[config.mk]
export PLATFORM = sky130hd
export DESIGN_NAME = st_packet_arbiter
export DESIGN_NICKNAME = d
export VERILOG_FILES = /design/src/rtl/st_packet_arbiter.sv
export SDC_FILE = /design/constraint.sdc
export NUM_CORES = 1
export LEC_CHECK = 0
export ABC_CLOCK_PERIOD_IN_PS = 2200
export CORE_UTILIZATION = 39
export CTS_CLUSTER_SIZE = 25
export DETAILED_ROUTE_END_ITERATION = 6
export PLACE_DENSITY_LB_ADDON = 0.08
export REMOVE_ABC_BUFFERS = 1
export SYNTH_ARGS = -nofsm -noshare
export SYNTH_HDL_FRONTEND = slang
export SYNTH_SLANG_ARGS = --single-unit
export TNS_END_PERCENT = 20
[constraint.sdc]
create_clock -name clk -period 2.2 [get_ports clk]
set_clock_uncertainty 0.15 [all_clocks]
set_input_delay 0.22 -clock clk [delete_from_list [all_inputs] [get_ports clk]]
set_output_delay 0.22 -clock clk [all_outputs]
set_load 0.03 [all_outputs]
[src/rtl/st_packet_arbiter.sv]
// -----------------------------------------------------------------------------
// st_packet_arbiter
//
// Round-robin, packet-locked arbiter that shares one Avalon-ST packet sink
// between NUM_INPUTS sources (DMA and test-pattern generators feeding the FFT
// input timing adapter). A grant is taken at the first beat of a packet and
// held until its EOP beat is accepted, so packets are never interleaved.
// The output stage is a single register: ready latency 0 on every port.
//
// Parameters
//   NUM_INPUTS  number of sources, 2..4
//   DATA_W      data width in bits (EMPTY_W = log2(DATA_W/8))
//
// Ports
//   clk                rising-edge clock
//   reset_n            asynchronous active-low reset
//   in_valid/in_ready  per-source handshake (one bit per source)
//   in_data            packed payload, source i at [i*DATA_W +: DATA_W]
//   in_startofpacket   per-source SOP
//   in_endofpacket     per-source EOP
//   in_empty           packed empty, source i at [i*EMPTY_W +: EMPTY_W]
//   out_ready          sink ready
//   out_valid/out_*    registered output beat
//   err_nosop          1-cycle pulse, aligned with out_valid rising, when the
//                      first beat of a grant arrived without SOP
//   out_channel        grant index of the output beat (only with the option)
//
// Build option
//   ST_ARB_CHANNEL_EN  when defined, adds out_channel carrying the source index
//                      of each beat, registered together with the payload.
// -----------------------------------------------------------------------------
module st_packet_arbiter #(
  parameter int  NUM_INPUTS = 2,
  parameter int  DATA_W     = 32,
  localparam int EMPTY_W    = $clog2(DATA_W / 8),
  localparam int GW         = $clog2(NUM_INPUTS)
) (
  input  logic                         clk,
  input  logic                         reset_n,
  input  logic [NUM_INPUTS-1:0]        in_valid,
  output logic [NUM_INPUTS-1:0]        in_ready,
  input  logic [NUM_INPUTS*DATA_W-1:0] in_data,
  input  logic [NUM_INPUTS-1:0]        in_startofpacket,
  input  logic [NUM_INPUTS-1:0]        in_endofpacket,
  input  logic [NUM_INPUTS*EMPTY_W-1:0] in_empty,
  input  logic                         out_ready,
  output logic                         out_valid,
  output logic [DATA_W-1:0]            out_data,
  output logic                         out_startofpacket,
  output logic                         out_endofpacket,
  output logic [EMPTY_W-1:0]           out_empty,
  output logic                         err_nosop
`ifdef ST_ARB_CHANNEL_EN
  ,
  output logic [GW-1:0]                out_channel
`endif
);

  typedef enum logic {
    IDLE   = 1'b0,
    LOCKED = 1'b1
  } state_t;

  // Reset value of last_grant makes source 0 the first winner.
  localparam logic [GW-1:0] LAST_INIT = GW'(NUM_INPUTS - 1);

  state_t              state, state_nxt;
  logic [GW-1:0]       grant, grant_nxt;
  logic [GW-1:0]       last_grant, last_grant_nxt;
  logic                first_beat, first_beat_nxt;
  logic                accept;

  logic [DATA_W-1:0]   data_p0;
  logic                sop_p0;
  logic                eop_p0;
  logic [EMPTY_W-1:0]  empty_p0;
  logic                vld_p0;

  logic                vld_p1;
  logic [DATA_W-1:0]   data_p1;
  logic                sop_p1;
  logic                eop_p1;
  logic [EMPTY_W-1:0]  empty_p1;
  logic                err_p1;

  // First requesting source after 'last', scanning last+1, last+2, ...
  // wrapping modulo NUM_INPUTS. 'last' itself is scanned last.
  function automatic logic [GW-1:0] rr_pick(input logic [NUM_INPUTS-1:0] req,
                                            input logic [GW-1:0]         last);
    logic [GW-1:0] pick;
    logic          found;
    int            idx;
    pick  = last;
    found = 1'b0;
    for (int k = 1; k <= NUM_INPUTS; k++) begin
      idx = (int'(last) + k) % NUM_INPUTS;
      if (!found && req[idx]) begin
        pick  = idx[GW-1:0];
        found = 1'b1;
      end
    end
    return pick;
  endfunction

  // Stage p0: payload of the granted source, combinational select
  assign data_p0  = in_data[grant*DATA_W +: DATA_W];
  assign sop_p0   = in_startofpacket[grant];
  assign eop_p0   = in_endofpacket[grant];
  assign empty_p0 = in_empty[grant*EMPTY_W +: EMPTY_W];
  assign vld_p0   = accept;

  always_ff @(posedge clk or negedge reset_n) begin
    if (!reset_n) begin
      state      <= IDLE;
      grant      <= '0;
      last_grant <= LAST_INIT;
      first_beat <= 1'b0;
    end else begin
      state      <= state_nxt;
      grant      <= grant_nxt;
      last_grant <= last_grant_nxt;
      first_beat <= first_beat_nxt;
    end
  end

  always_comb begin
    state_nxt      = state;
    grant_nxt      = grant;
    last_grant_nxt = last_grant;
    first_beat_nxt = first_beat;
    in_ready       = '0;
    accept         = 1'b0;
    case (state)
      IDLE: begin
        // One arbitration cycle per packet; no source is ready here.
        if (|in_valid) begin
          grant_nxt      = rr_pick(in_valid, last_grant);
          first_beat_nxt = 1'b1;
          state_nxt      = LOCKED;
        end
      end
      LOCKED: begin
        // Ready only when the output register is empty or draining this cycle.
        in_ready[grant] = !vld_p1 || out_ready;
        accept          = in_valid[grant] && (!vld_p1 || out_ready);
        if (accept) begin
          first_beat_nxt = 1'b0;
          if (eop_p0) begin
            last_grant_nxt = grant;
            state_nxt      = IDLE;
          end
        end
      end
      default: state_nxt = IDLE;
    endcase
  end

  // Stage p1: output register
  always_ff @(posedge clk or negedge reset_n) begin
    if (!reset_n) begin
      vld_p1   <= 1'b0;
      data_p1  <= '0;
      sop_p1   <= 1'b0;
      eop_p1   <= 1'b0;
      empty_p1 <= '0;
      err_p1   <= 1'b0;
    end else begin
      if (vld_p0) begin
        vld_p1   <= 1'b1;
        data_p1  <= data_p0;
        sop_p1   <= sop_p0;
        eop_p1   <= eop_p0;
        empty_p1 <= empty_p0;
      end else if (out_ready) begin
        vld_p1   <= 1'b0;
      end
      // Single-cycle flag, raised with the beat that opened the grant without SOP.
      err_p1 <= vld_p0 && first_beat && !sop_p0;
    end
  end

  assign out_valid         = vld_p1;
  assign out_data          = data_p1;
  assign out_startofpacket = sop_p1;
  assign out_endofpacket   = eop_p1;
  assign out_empty         = empty_p1;
  assign err_nosop         = err_p1;

`ifdef ST_ARB_CHANNEL_EN
  logic [GW-1:0] chan_p1;

  always_ff @(posedge clk or negedge reset_n) begin
    if (!reset_n) begin
      chan_p1 <= '0;
    end else if (vld_p0) begin
      chan_p1 <= grant;
    end
  end

  assign out_channel = chan_p1;
`endif

endmodule

# Word-level counts from Yosys, hierarchy flattened
# Index checks and enable logic that the tools add are counted.
[totals]
output_inout_bits = 40
in_bits = 77
ff_bits = 42
word_cells = 68
[classes]
reduce_logical = 14
n_lt_le_gt_ge = 4
add_sub_neg = 2
eq_ne = 2
n_mux = 30
shifts = 2
n_bitwise = 4
[op_table]
columns = ["operator", "count"]
rows = [
  ["indexed part select 64 x 7 -> 32 bit", 1],
  ["2-to-1 mux 1 bit", 26],
  ["less-than comparator 2 x 3 -> 1 bit, second input constant", 2],
  ["logical AND 1 bit", 5],
  ["one-hot mux 1 bit (2 select lines)", 2],
  ["AND reduction 2 bit", 2],
  ["indexed part select 4 x 3 -> 2 bit", 1],
  ["logical NOT 1 bit", 3],
  ["AND reduction 3 bit", 1],
  ["adder 1 bit, second input constant", 2],
  ["AND 1 bit, first input constant", 2],
  ["AND 2 bit", 1],
  ["less-than comparator 1 x 2 -> 1 bit, second input constant", 1],
  ["2-to-1 mux 2 bit", 1],
  ["!= test 2 x 1 -> 1 bit, second input constant", 1],
  ["!= test 2 bit, second input constant", 1],
  ["nonzero test 2 bit", 1],
  ["OR reduction 2 bit", 1],
  ["demux 1 bit (select 1 bit)", 1],
  [">= comparator 1 bit, second input constant", 1],
  ["logical OR 1 bit", 1],
  ["inverter 1 bit", 1],
]

# Depth between registers and ports, before layout
# Gate-level depths: netlist (run 1).
[depth]
depth_word = 11
mapped_depth = 6
mapped_depth_nobuf = 3

# Worst setup path before layout (run 1)
# No wires, ideal clock.
[synth_path]
kind = "flip-flop to output port"
from = "reg vld_p1 (netlist: out_valid)"
to = "out in_ready[0]"
t_arrival_ns = 1.504
path_buffers = 2
stages_incl_launch_ff = 6
path_slack_ns = 0.326
required_time_ns = 1.830
cell_sequence = "dfrtp_1 > nand2b_1 > clkbuf_1 > clkbuf_1 > nand2_1 > nor2_1"
[synth_via]
elab_chain_cells = 4
[synth_lines]
columns = ["item", "line", "rtl"]
rows = [
  ["from (decl)", "79", "logic vld_p1;"],
  ["from (signal assigned)", "161", "vld_p1 <= 1'b0;"],
  ["from (signal assigned)", "169", "vld_p1 <= 1'b1;"],
  ["from (signal assigned)", "175", "vld_p1 <= 1'b0;"],
  ["logical NOT 1 bit", "144", "in_ready[grant] = !vld_p1 || out_ready;"],
  ["logical OR 1 bit", "144", ""],
  ["AND 2 bit (no source line)", "n/a", ""],
  ["2-to-1 mux 2 bit", "133", "case (state)"],
  ["to (decl)", "41", "output logic [NUM_INPUTS-1:0] in_ready,"],
]
# Every way passes these cells.

# Worst setup path after layout (run 1)
[layout_path]
from = "reg grant"
to = "reg data_p1[23] (netlist: out_data[23])"
[layout_via]
elab_chain_cells = 4
word_cells_on_any_way = 5
[layout_lines]
columns = ["item", "line", "rtl"]
rows = [
  ["from (decl)", "68", "logic [GW-1:0] grant, grant_nxt;"],
  ["from (signal assigned)", "120", "grant <= grant_nxt;"],
  ["parallel branches: the longest is 4 deep, another holds indexed part select 64 x 7 -> 32 bit", "n/a", ""],
  ["to (signal assigned)", "170", "data_p1 <= data_p0;"],
  ["to (decl)", "80", "logic [DATA_W-1:0] data_p1;"],
]
# Several ways; the timed one is not identified. The select of a mux whose other input is x is not followed.
# A chain may end at the register's enable or synchronous reset.

==> flow_summary.html, run 1 <==
<table>
<tr><th>Metric</th><th>Value</th></tr>
<tr><th colspan="2">Drt</th></tr>
<tr><td>Final routed wirelength across all metal layers</td><td>5460 um</td></tr>
<tr><td>Pre-Repair DR Iteration Count</td><td>4</td></tr>
<tr><td>Detailed-route via count</td><td>1920</td></tr>
<tr><td>Via density per instance</td><td>5.18</td></tr>
<tr><td>Final ANT Viol Nets</td><td>0</td></tr>
<tr><td>Detailed-route wire length per cell</td><td>14.7 um</td></tr>
<tr><td>Residual DRC</td><td>0</td></tr>
<tr><td>Initial drt markers</td><td>157</td></tr>
<tr><th colspan="2">STA</th></tr>
<tr><td>Max Clock Freq</td><td>551 MHz</td></tr>
<tr><td>Final slew viol count</td><td>0</td></tr>
<tr><td>Min setup slack post-route</td><td>0.384 ns</td></tr>
<tr><td>Tightest slew margin relative to the limit</td><td>48.0%</td></tr>
<tr><td>Tmin final</td><td>1.82 ns</td></tr>
<tr><td>Total setup violations reported at the end of the flow</td><td>0</td></tr>
<tr><td>Endpoints failing hold</td><td>0</td></tr>
<tr><td>Setup repair after global routing missed its margin</td><td>no</td></tr>
<tr><td>Ratio of final minimum period to clock period</td><td>82.5%</td></tr>
<tr><td>Slew at the pin closest to its max-slew limit</td><td>0.780 ns</td></tr>
<tr><th colspan="2">Clock network</th></tr>
<tr><td>Clock input transition at the sequential cells of the worst setup and hold paths</td><td>0.07 ns</td></tr>
<tr><td>Clock tree from TritonCTS</td><td>built</td></tr>
<tr><td>Total number of clock tree sinks</td><td>42</td></tr>
<tr><td>Clock latency on the worst-skew pair</td><td>0.28 ns</td></tr>
<tr><td>Maximum count of clock buffers along a single path</td><td>2</td></tr>
<tr><td>H-tree levels</td><td>2</td></tr>
<tr><td>Clock tree root driver cell</td><td>clkbuf_8</td></tr>
<tr><td>Number of setup buffers added after CTS</td><td>0</td></tr>
<tr><td>Num CTS Buffers</td><td>5</td></tr>
<tr><td>Count of instances resized after the clock tree is built</td><td>0</td></tr>
<tr><th colspan="2">Synthesis</th></tr>
<tr><td>Prevailing post-synth register cell</td><td>dfrtp_1</td></tr>
<tr><td>Share of the synthesized area in the top cell type</td><td>48.0%</td></tr>
<tr><td>Distinct cell type count after synthesis</td><td>24</td></tr>
<tr><td>Cells after synthesis</td><td>192</td></tr>
<tr><td>Mean area per synthesized cell</td><td>11.1 um2</td></tr>
<tr><td>Synth area leader</td><td>dfrtp_1</td></tr>
<tr><td>Cell types with the largest area share after synthesis</td><td>dfrtp_1 (48%), mux2i_1 (16%), a31oi_1 (10%), a21oi_2 (8.2%), a21oi_1 (3.5%)</td></tr>
<tr><td>Number of enable-type register cells in the synthesized netlist</td><td>0</td></tr>
<tr><td>Most frequent cells after synthesis</td><td>dfrtp_1 (41), a31oi_1 (35), mux2i_1 (35)</td></tr>
<tr><td>Netlist Area Pre-Place</td><td>2140 um2</td></tr>
<tr><td>Post-synthesis async set-or-reset flop share</td><td>100%</td></tr>
<tr><td>Fraction of the yosys area taken by sequential cells</td><td>49.2%</td></tr>
<tr><td>Seq cells post-synth</td><td>42</td></tr>
<tr><td>Cell with the most instances after synthesis</td><td>dfrtp_1</td></tr>
<tr><td>Yosys warning total</td><td>0</td></tr>
<tr><th colspan="2">Setup path</th></tr>
<tr><td>Delay of the slowest cell on the worst path</td><td>0.56 ns</td></tr>
<tr><td>FF-to-FF path depth</td><td>3</td></tr>
<tr><td>Arrival time of the worst setup path</td><td>1.81 ns</td></tr>
<tr><td>Ordered cell list for the critical path</td><td>mux2_4 &gt; and3_4 &gt; a21oi_1</td></tr>
<tr><td>Crit path required time</td><td>2.19 ns</td></tr>
<tr><td>Critical path fanouts, max</td><td>38</td></tr>
<tr><td>CP Launch Type</td><td>register</td></tr>
<tr><td>CP max-delay cell</td><td>and3_4</td></tr>
<tr><td>Critical Path Sink Type</td><td>register</td></tr>
<tr><td>Path type of the worst setup path</td><td>register to register</td></tr>
<tr><th colspan="2">Worst hold path</th></tr>
<tr><td>Hold depth</td><td>1</td></tr>
<tr><td>Class of the most critical hold timing path</td><td>register to register</td></tr>
<tr><th colspan="2">Placed design</th></tr>
<tr><td>Final weighted congestion of routability-driven global placement</td><td>0.676</td></tr>
<tr><td>Placed insts</td><td>362</td></tr>
<tr><td>Count of buffers inserted at the top-level ports</td><td>116</td></tr>
<tr><td>Placement Setup Slack</td><td>0.140 ns</td></tr>
<tr><td>Detailed-placement wirelength estimate</td><td>3810 um</td></tr>
<tr><th colspan="2">Pwr</th></tr>
<tr><td>Maximum vdd ir drop</td><td>697 uV</td></tr>
<tr><td>Areal power density over the cells</td><td>1430 nW/um2</td></tr>
<tr><td>Leakage</td><td>0.00139 uW</td></tr>
<tr><th colspan="2">Finish</th></tr>
<tr><td>Number of non-filler instances in the completed layout</td><td>371</td></tr>
<tr><td>Final net count</td><td>377</td></tr>
<tr><td>Filler Cells Inserted</td><td>460</td></tr>
<tr><td>Ratio of cells with drive above 1 in the final layout</td><td>14.3%</td></tr>
<tr><td>Diodes inserted</td><td>0</td></tr>
<tr><td>Post-synthesis to final-layout area growth</td><td>59.5%</td></tr>
<tr><th colspan="2">Floorplan</th></tr>
<tr><td>Die outline area</td><td>5780 um2</td></tr>
<tr><td>Total core area</td><td>5200 um2</td></tr>
<tr><td>Initial core utilization</td><td>41.1%</td></tr>
<tr><td>Number of placement rows</td><td>26</td></tr>
<tr><td>Die Wd</td><td>76.0 um</td></tr>
<tr><td>Die height</td><td>76.0 um</td></tr>
<tr><td>Top-level I/O count</td><td>117</td></tr>
<tr><th colspan="2">GRT</th></tr>
<tr><td>Total routing resource utilization after global routing</td><td>19.5%</td></tr>
<tr><td>Pin count of the biggest net entering global routing</td><td>42</td></tr>
<tr><td>Total global routing overflow</td><td>0</td></tr>
<tr><td>Antenna violations before repair</td><td>0</td></tr>
<tr><td>Global-route wire length before repair</td><td>8980 um</td></tr>
<tr><td>Via count of the first global-routing pass</td><td>1849</td></tr>
<tr><th colspan="2">Run status</th></tr>
<tr><td>Status</td><td>finished, final reports clean</td></tr>
<tr><th colspan="2">Flow run</th></tr>
<tr><td>Count of maximum capacitance violations</td><td>0</td></tr>
</table>
worst paths after layout:
kind	endpoint	slack, ns	start
min in group asynchronous	grant	0.40	reset_n
max reg2reg	out_data[23]	0.38	grant
max	out_data[23]	0.38	grant
min reg2reg	first_beat	0.33	first_beat
max in group asynchronous	out_data[24]	0.88	reset_n
min	first_beat	0.33	first_beat
metrics by stage:
stage / TNS [ns] / area (um2) / power, uW / hold WS (ns) / utilization, %
after floorplan: -24.86 / 2010 / 3240 / -0.226 / -
after global placement: 0 / 3310 / 4380 / 0.193 / 63.6
after detailed placement: 0 / 3310 / 4420 / 0.190 / 63.6
after CTS: 0 / 3410 / 4940 / 0.340 / 65.5
after global routing: 0 / 3410 / 5180 / 0.385 / 65.5
final: 0 / 3410 / 4890 / 0.334 / 65.5
logic make-up after synthesis:
kind of cell / count (synthesis) / share of synthesized area, %
and+or+nand+nor: 13 / 3.16
muxes: 37 / 17.6
DFF: 42 / 49.2
AOI/OAI and AO/OA: 75 / 23.8
buffers and inverters: 25 / 6.15
power by group:
part	switching, uW	internal, uW	total [uW]
Sequential	209	1150	1360
Clock	247	253	500
Combinational	1740	1280	3030
metal layers:
| metal | GRT usage, % | up-vias | wire (um) |
|---|---|---|---|
| met2 | 32.9 | 90 | 2660 |
| li1 | - | 930 | - |
| met1 | 24.5 | 893 | 2360 |
| met4 | 5.19 | 0 | 48 |
| met3 | 5.51 | 7 | 394 |
| met5 | 0 | - | 0 |
worst max-delay path: cells and delay by family (launching register included):
family | cells | cell delay, ns
flops | 1 | 0.47
simple gates | 1 | 0.56
compound gates | 1 | 0.14
mux | 1 | 0.33
what timing repair did:
item,CTS,global route
hold buffers,1,0
hold endpoints to repair,33,0
endpoints found under the setup margin,0,0
cell usage in the layout, fill, tap and decap left out:
cell type and count:
o21a_1 1, buf_4 9, nor2_1 3, buf_2 1, dfrtp_1 40, nand2b_2 1
a32o_1 2, o21ai_0 1, mux2_2 1, clkbuf_1 1, nand3_1 1, a31oi_1 35
clkdlybuf4s50_1 113, mux2_4 1, dfstp_2 1, nand2_1 4, clkinv_2 1, a21oi_2 20
dfrtp_2 1, inv_1 2, a21oi_1 15, nand4_1 1, and3_4 1, and3_1 2
clkbuf_8 6, dlygate4sd3_1 1, a21boi_0 1, mux2i_1 35
flip-flops by register name (all words and copies together) (netlist names):
signal / flops
out_data: 32
out_empty: 2
err_nosop: 1
first_beat: 1
grant: 1
last_grant: 1
out_endofpacket: 1
out_startofpacket: 1
out_valid: 1
state: 1
cell type report:
class	instances	area (um2)	area share [%]
inverters	2	7.51	0.220
clock inverters	1	5.00	0.147
repair buffers	124	1210	35.6
flip-flops and latches	42	1050	30.9
clock buffers	7	86.3	2.53
well taps	70	87.6	2.57
multi-input cells	125	956	28.0
Power figures use the tool's default switching activity.
==> run 2, diff against run 1 <==
--- a/config.mk
+++ b/config.mk
@@ -5,7 +5,7 @@
 export SDC_FILE = /design/constraint.sdc
 export NUM_CORES = 1
 export LEC_CHECK = 0
-export ABC_CLOCK_PERIOD_IN_PS = 2200
+export ABC_CLOCK_PERIOD_IN_PS = 1700
 export CORE_UTILIZATION = 39
 export CTS_CLUSTER_SIZE = 25
 export DETAILED_ROUTE_END_ITERATION = 6
==> constraint.sdc (replaced) <==
create_clock -name clk -period 1.7 [get_ports clk]
set_clock_uncertainty 0.15 [all_clocks]
set_input_delay 0.17 -clock clk [delete_from_list [all_inputs] [get_ports clk]]
set_output_delay 0.17 -clock clk [all_outputs]
set_load 0.03 [all_outputs]
==> run 2 against run 1 <==
  * Power grew 36%
  * Global-route usage grew 0.71 points
  * Count of clock-buffer cells in the layout fell by 2
  * Sequential share of layout area decreased by 1.5 points
  * Worst hold slack worse by 0.20 ns
  * Sequential cell count is the same
  * Combinational power increased by 36%
  * Cell count is 2.2% higher
  * Critical endpoint is now out_data[27]
  * Largest power group unchanged
==> flow_summary.html, run 2 (synthesis results as in run 1) <==
<table>
<tr><th>Metric</th><th>Value</th></tr>
<tr><th colspan="2">STA</th></tr>
<tr><td>Worst-case hold slack</td><td>0.137 ns (-0.198 ns)</td></tr>
<tr><td>Total setup violations reported at the end of the flow</td><td>0 (unchanged)</td></tr>
<tr><td>Endpoints failing hold</td><td>0 (unchanged)</td></tr>
<tr><td>Ratio of final minimum period to clock period</td><td>98.0%</td></tr>
<tr><td>Slew at the pin closest to its max-slew limit</td><td>0.348 ns (-0.432 ns)</td></tr>
<tr><td>Tightest slew margin relative to the limit</td><td>76.8% (+29 points)</td></tr>
<tr><td>Min setup slack post-route</td><td>0.0333 ns (-0.351 ns)</td></tr>
<tr><td>Max Clock Freq</td><td>600 MHz</td></tr>
<tr><td>Tmin final</td><td>1.67 ns</td></tr>
<tr><td>Setup repair after global routing missed its margin</td><td>yes</td></tr>
<tr><td>Final slew viol count</td><td>0 (unchanged)</td></tr>
<tr><th colspan="2">Placed design</th></tr>
<tr><td>Detailed-placement wirelength estimate</td><td>4220 um (+11%)</td></tr>
<tr><td>Placed insts</td><td>370 (+2.2%)</td></tr>
<tr><td>Count of buffers inserted at the top-level ports</td><td>116 (unchanged)</td></tr>
<tr><td>Final weighted congestion of routability-driven global placement</td><td>0.740 (+9.5%)</td></tr>
<tr><td>Placement Setup Slack</td><td>-0.0200 ns (-0.160 ns)</td></tr>
<tr><th colspan="2">Clock network</th></tr>
<tr><td>Num CTS Buffers</td><td>5 (unchanged)</td></tr>
<tr><td>Clock tree root driver cell</td><td>clkbuf_8</td></tr>
<tr><td>Clock latency on the worst-skew pair</td><td>0.29 ns (about the same)</td></tr>
<tr><td>Number of setup buffers added after CTS</td><td>0 (unchanged)</td></tr>
<tr><td>Maximum count of clock buffers along a single path</td><td>2 (unchanged)</td></tr>
<tr><td>Total number of clock tree sinks</td><td>42 (unchanged)</td></tr>
<tr><td>Clock tree from TritonCTS</td><td>built</td></tr>
<tr><td>Clock input transition at the sequential cells of the worst setup and hold paths</td><td>0.08 ns (about the same)</td></tr>
<tr><td>H-tree levels</td><td>2 (unchanged)</td></tr>
<tr><th colspan="2">GRT</th></tr>
<tr><td>Total global routing overflow</td><td>0 (unchanged)</td></tr>
<tr><td>Pin count of the biggest net entering global routing</td><td>38 (-9.5%)</td></tr>
<tr><td>Via count of the first global-routing pass</td><td>1974 (+6.8%)</td></tr>
<tr><td>Total routing resource utilization after global routing</td><td>20.2% (+0.71 points)</td></tr>
<tr><td>Global-route wire length before repair</td><td>9360 um (+4.3%)</td></tr>
<tr><td>Antenna violations before repair</td><td>0 (unchanged)</td></tr>
<tr><th colspan="2">Drt</th></tr>
<tr><td>Residual DRC</td><td>0 (unchanged)</td></tr>
<tr><td>Pre-Repair DR Iteration Count</td><td>4 (unchanged)</td></tr>
<tr><td>Detailed-route via count</td><td>1937 (+0.89%)</td></tr>
<tr><td>Via density per instance</td><td>5.11 (-1.2%)</td></tr>
<tr><td>Final routed wirelength across all metal layers</td><td>5530 um (+1.3%)</td></tr>
<tr><td>Initial drt markers</td><td>62 (-61%)</td></tr>
<tr><td>Final ANT Viol Nets</td><td>0 (unchanged)</td></tr>
<tr><td>Detailed-route wire length per cell</td><td>14.6 um (-0.82%)</td></tr>
<tr><th colspan="2">Setup path</th></tr>
<tr><td>Path type of the worst setup path</td><td>register to output port</td></tr>
<tr><td>Arrival time of the worst setup path</td><td>1.35 ns (-0.46 ns)</td></tr>
<tr><td>Ordered cell list for the critical path</td><td>clkdlybuf4s50_1</td></tr>
<tr><td>Crit path required time</td><td>1.38 ns (-0.81 ns)</td></tr>
<tr><td>CP max-delay cell</td><td>clkdlybuf4s50_1</td></tr>
<tr><td>Critical path buffer and inverter count</td><td>1 (+1)</td></tr>
<tr><td>Critical Path Sink Type</td><td>output port</td></tr>
<tr><td>Delay of the slowest cell on the worst path</td><td>0.69 ns (+0.13 ns)</td></tr>
<tr><td>Cell type group with the largest total delay on the critical path</td><td>buffers and inverters</td></tr>
<tr><td>CP Launch Type</td><td>register</td></tr>
<tr><td>Critical path fanouts, max</td><td>2 (-95%)</td></tr>
<tr><th colspan="2">Pwr</th></tr>
<tr><td>Areal power density over the cells</td><td>1860 nW/um2 (+29%)</td></tr>
<tr><td>Leakage</td><td>0.00151 uW (+8.8%)</td></tr>
<tr><td>Maximum vdd ir drop</td><td>873 uV (+25%)</td></tr>
<tr><th colspan="2">Finish</th></tr>
<tr><td>Ratio of cells with drive above 1 in the final layout</td><td>16.8% (+2.5 points)</td></tr>
<tr><td>Number of non-filler instances in the completed layout</td><td>379 (+2.2%)</td></tr>
<tr><td>Most common library cell in the layout ignoring fill and taps</td><td>clkdlybuf4s50_1</td></tr>
<tr><td>Number of flip-flops under the largest register name</td><td>32 (unchanged)</td></tr>
<tr><td>Final net count</td><td>385 (+2.1%)</td></tr>
<tr><td>Diodes inserted</td><td>0 (unchanged)</td></tr>
<tr><td>Post-synthesis to final-layout area growth</td><td>67.9%</td></tr>
<tr><td>Highest-count cells in the layout ignoring fill and taps</td><td>clkdlybuf4s50_1 (105), dfrtp_1 (40), mux2i_1 (35), a31oi_1 (35), a21oi_2 (20)</td></tr>
<tr><td>Finished Core Util</td><td>68.9% (+3.4 points)</td></tr>
<tr><th colspan="2">Floorplan</th></tr>
<tr><td>Top-level I/O count</td><td>117 (unchanged)</td></tr>
<tr><td>Die outline area</td><td>5780 um2 (unchanged)</td></tr>
<tr><td>Die height</td><td>76.0 um (unchanged)</td></tr>
<tr><td>Die Wd</td><td>76.0 um (unchanged)</td></tr>
<tr><td>Total core area</td><td>5200 um2 (unchanged)</td></tr>
<tr><td>Number of placement rows</td><td>26 (unchanged)</td></tr>
<tr><td>Initial core utilization</td><td>41.1% (unchanged)</td></tr>
<tr><th colspan="2">Worst hold path</th></tr>
<tr><td>Class of the most critical hold timing path</td><td>input pin to asynchronous set/reset pin</td></tr>
<tr><th colspan="2">Flow run</th></tr>
<tr><td>Count of maximum capacitance violations</td><td>0 (unchanged)</td></tr>
<tr><th colspan="2">Run status</th></tr>
<tr><td>Status</td><td>finished, final reports clean</td></tr>
</table>
==> run 2: through the flow <==
step           TNS [ns]  instance area, um2  total power, uW
6_report              0                3590             6660
5_1_grt        -0.00584                3590             7060
4_1_cts               0                3570             6750
3_5_place_dp    -0.0227                3440             5960
3_3_place_gp          0                3440             5880
2_1_floorplan    -46.43                2010             4190
==> run 2: final cells by class <==
type | count | area, um2
clock buffers | 5 | 68.8
clock inverters | 3 | 45.0
fillers | 434 | 1620
inverters | 2 | 7.51
multi-input cells | 125 | 956
flip-flops and latches | 42 | 1050
well taps | 70 | 87.6
repair buffers | 132 | 1370
==> run 2: metal layers <==
layer  share of wire, %  up-vias  global-route usage (%)
met2                 50       80                    34.9
li1                   -      953                       -
met3                6.8        8                    5.39
met5                  0        -                       0
met4                1.4        0                    5.58
met1                 42      896                    24.8
==> run 2: where the power goes <==
part / internal (uW) / total (uW) / leakage [uW] / switching [uW]
clock: 436 / 779 / 0.0000504 / 343
combinational: 1820 / 4130 / 0.000996 / 2310
sequential: 1490 / 1750 / 0.000466 / 256
==> run 2: worst reg2reg max path, cell delays in order (launching register included) <==
cell and delay (ns):
dfrtp_2 0.43, mux2_4 0.33, and3_4 0.25, buf_12 0.17, a21oi_1 0.15
==> run 2: timing repair <==
item	CTS	global route
gates resized for setup	0	8
endpoints found under the hold margin	42	0
endpoints found under the setup margin	0	9
hold buffers	1	0
==> run 2: path summary, 6_finish.rpt <==
check | start | slack [ns] | cells past startpoint | to
setup / recovery | out_data[27] | 0.03 | 1 | out_data[27]
hold / removal | reset_n | 0.14 | 2 | grant
setup reg to reg | grant | 0.14 | 4 | out_data[19]
hold reg to reg | first_beat | 0.34 | 1 | first_beat
max in group asynchronous | reset_n | 0.78 | 3 | out_data[15]
min in group clk | first_beat | 0.34 | 1 | first_beat
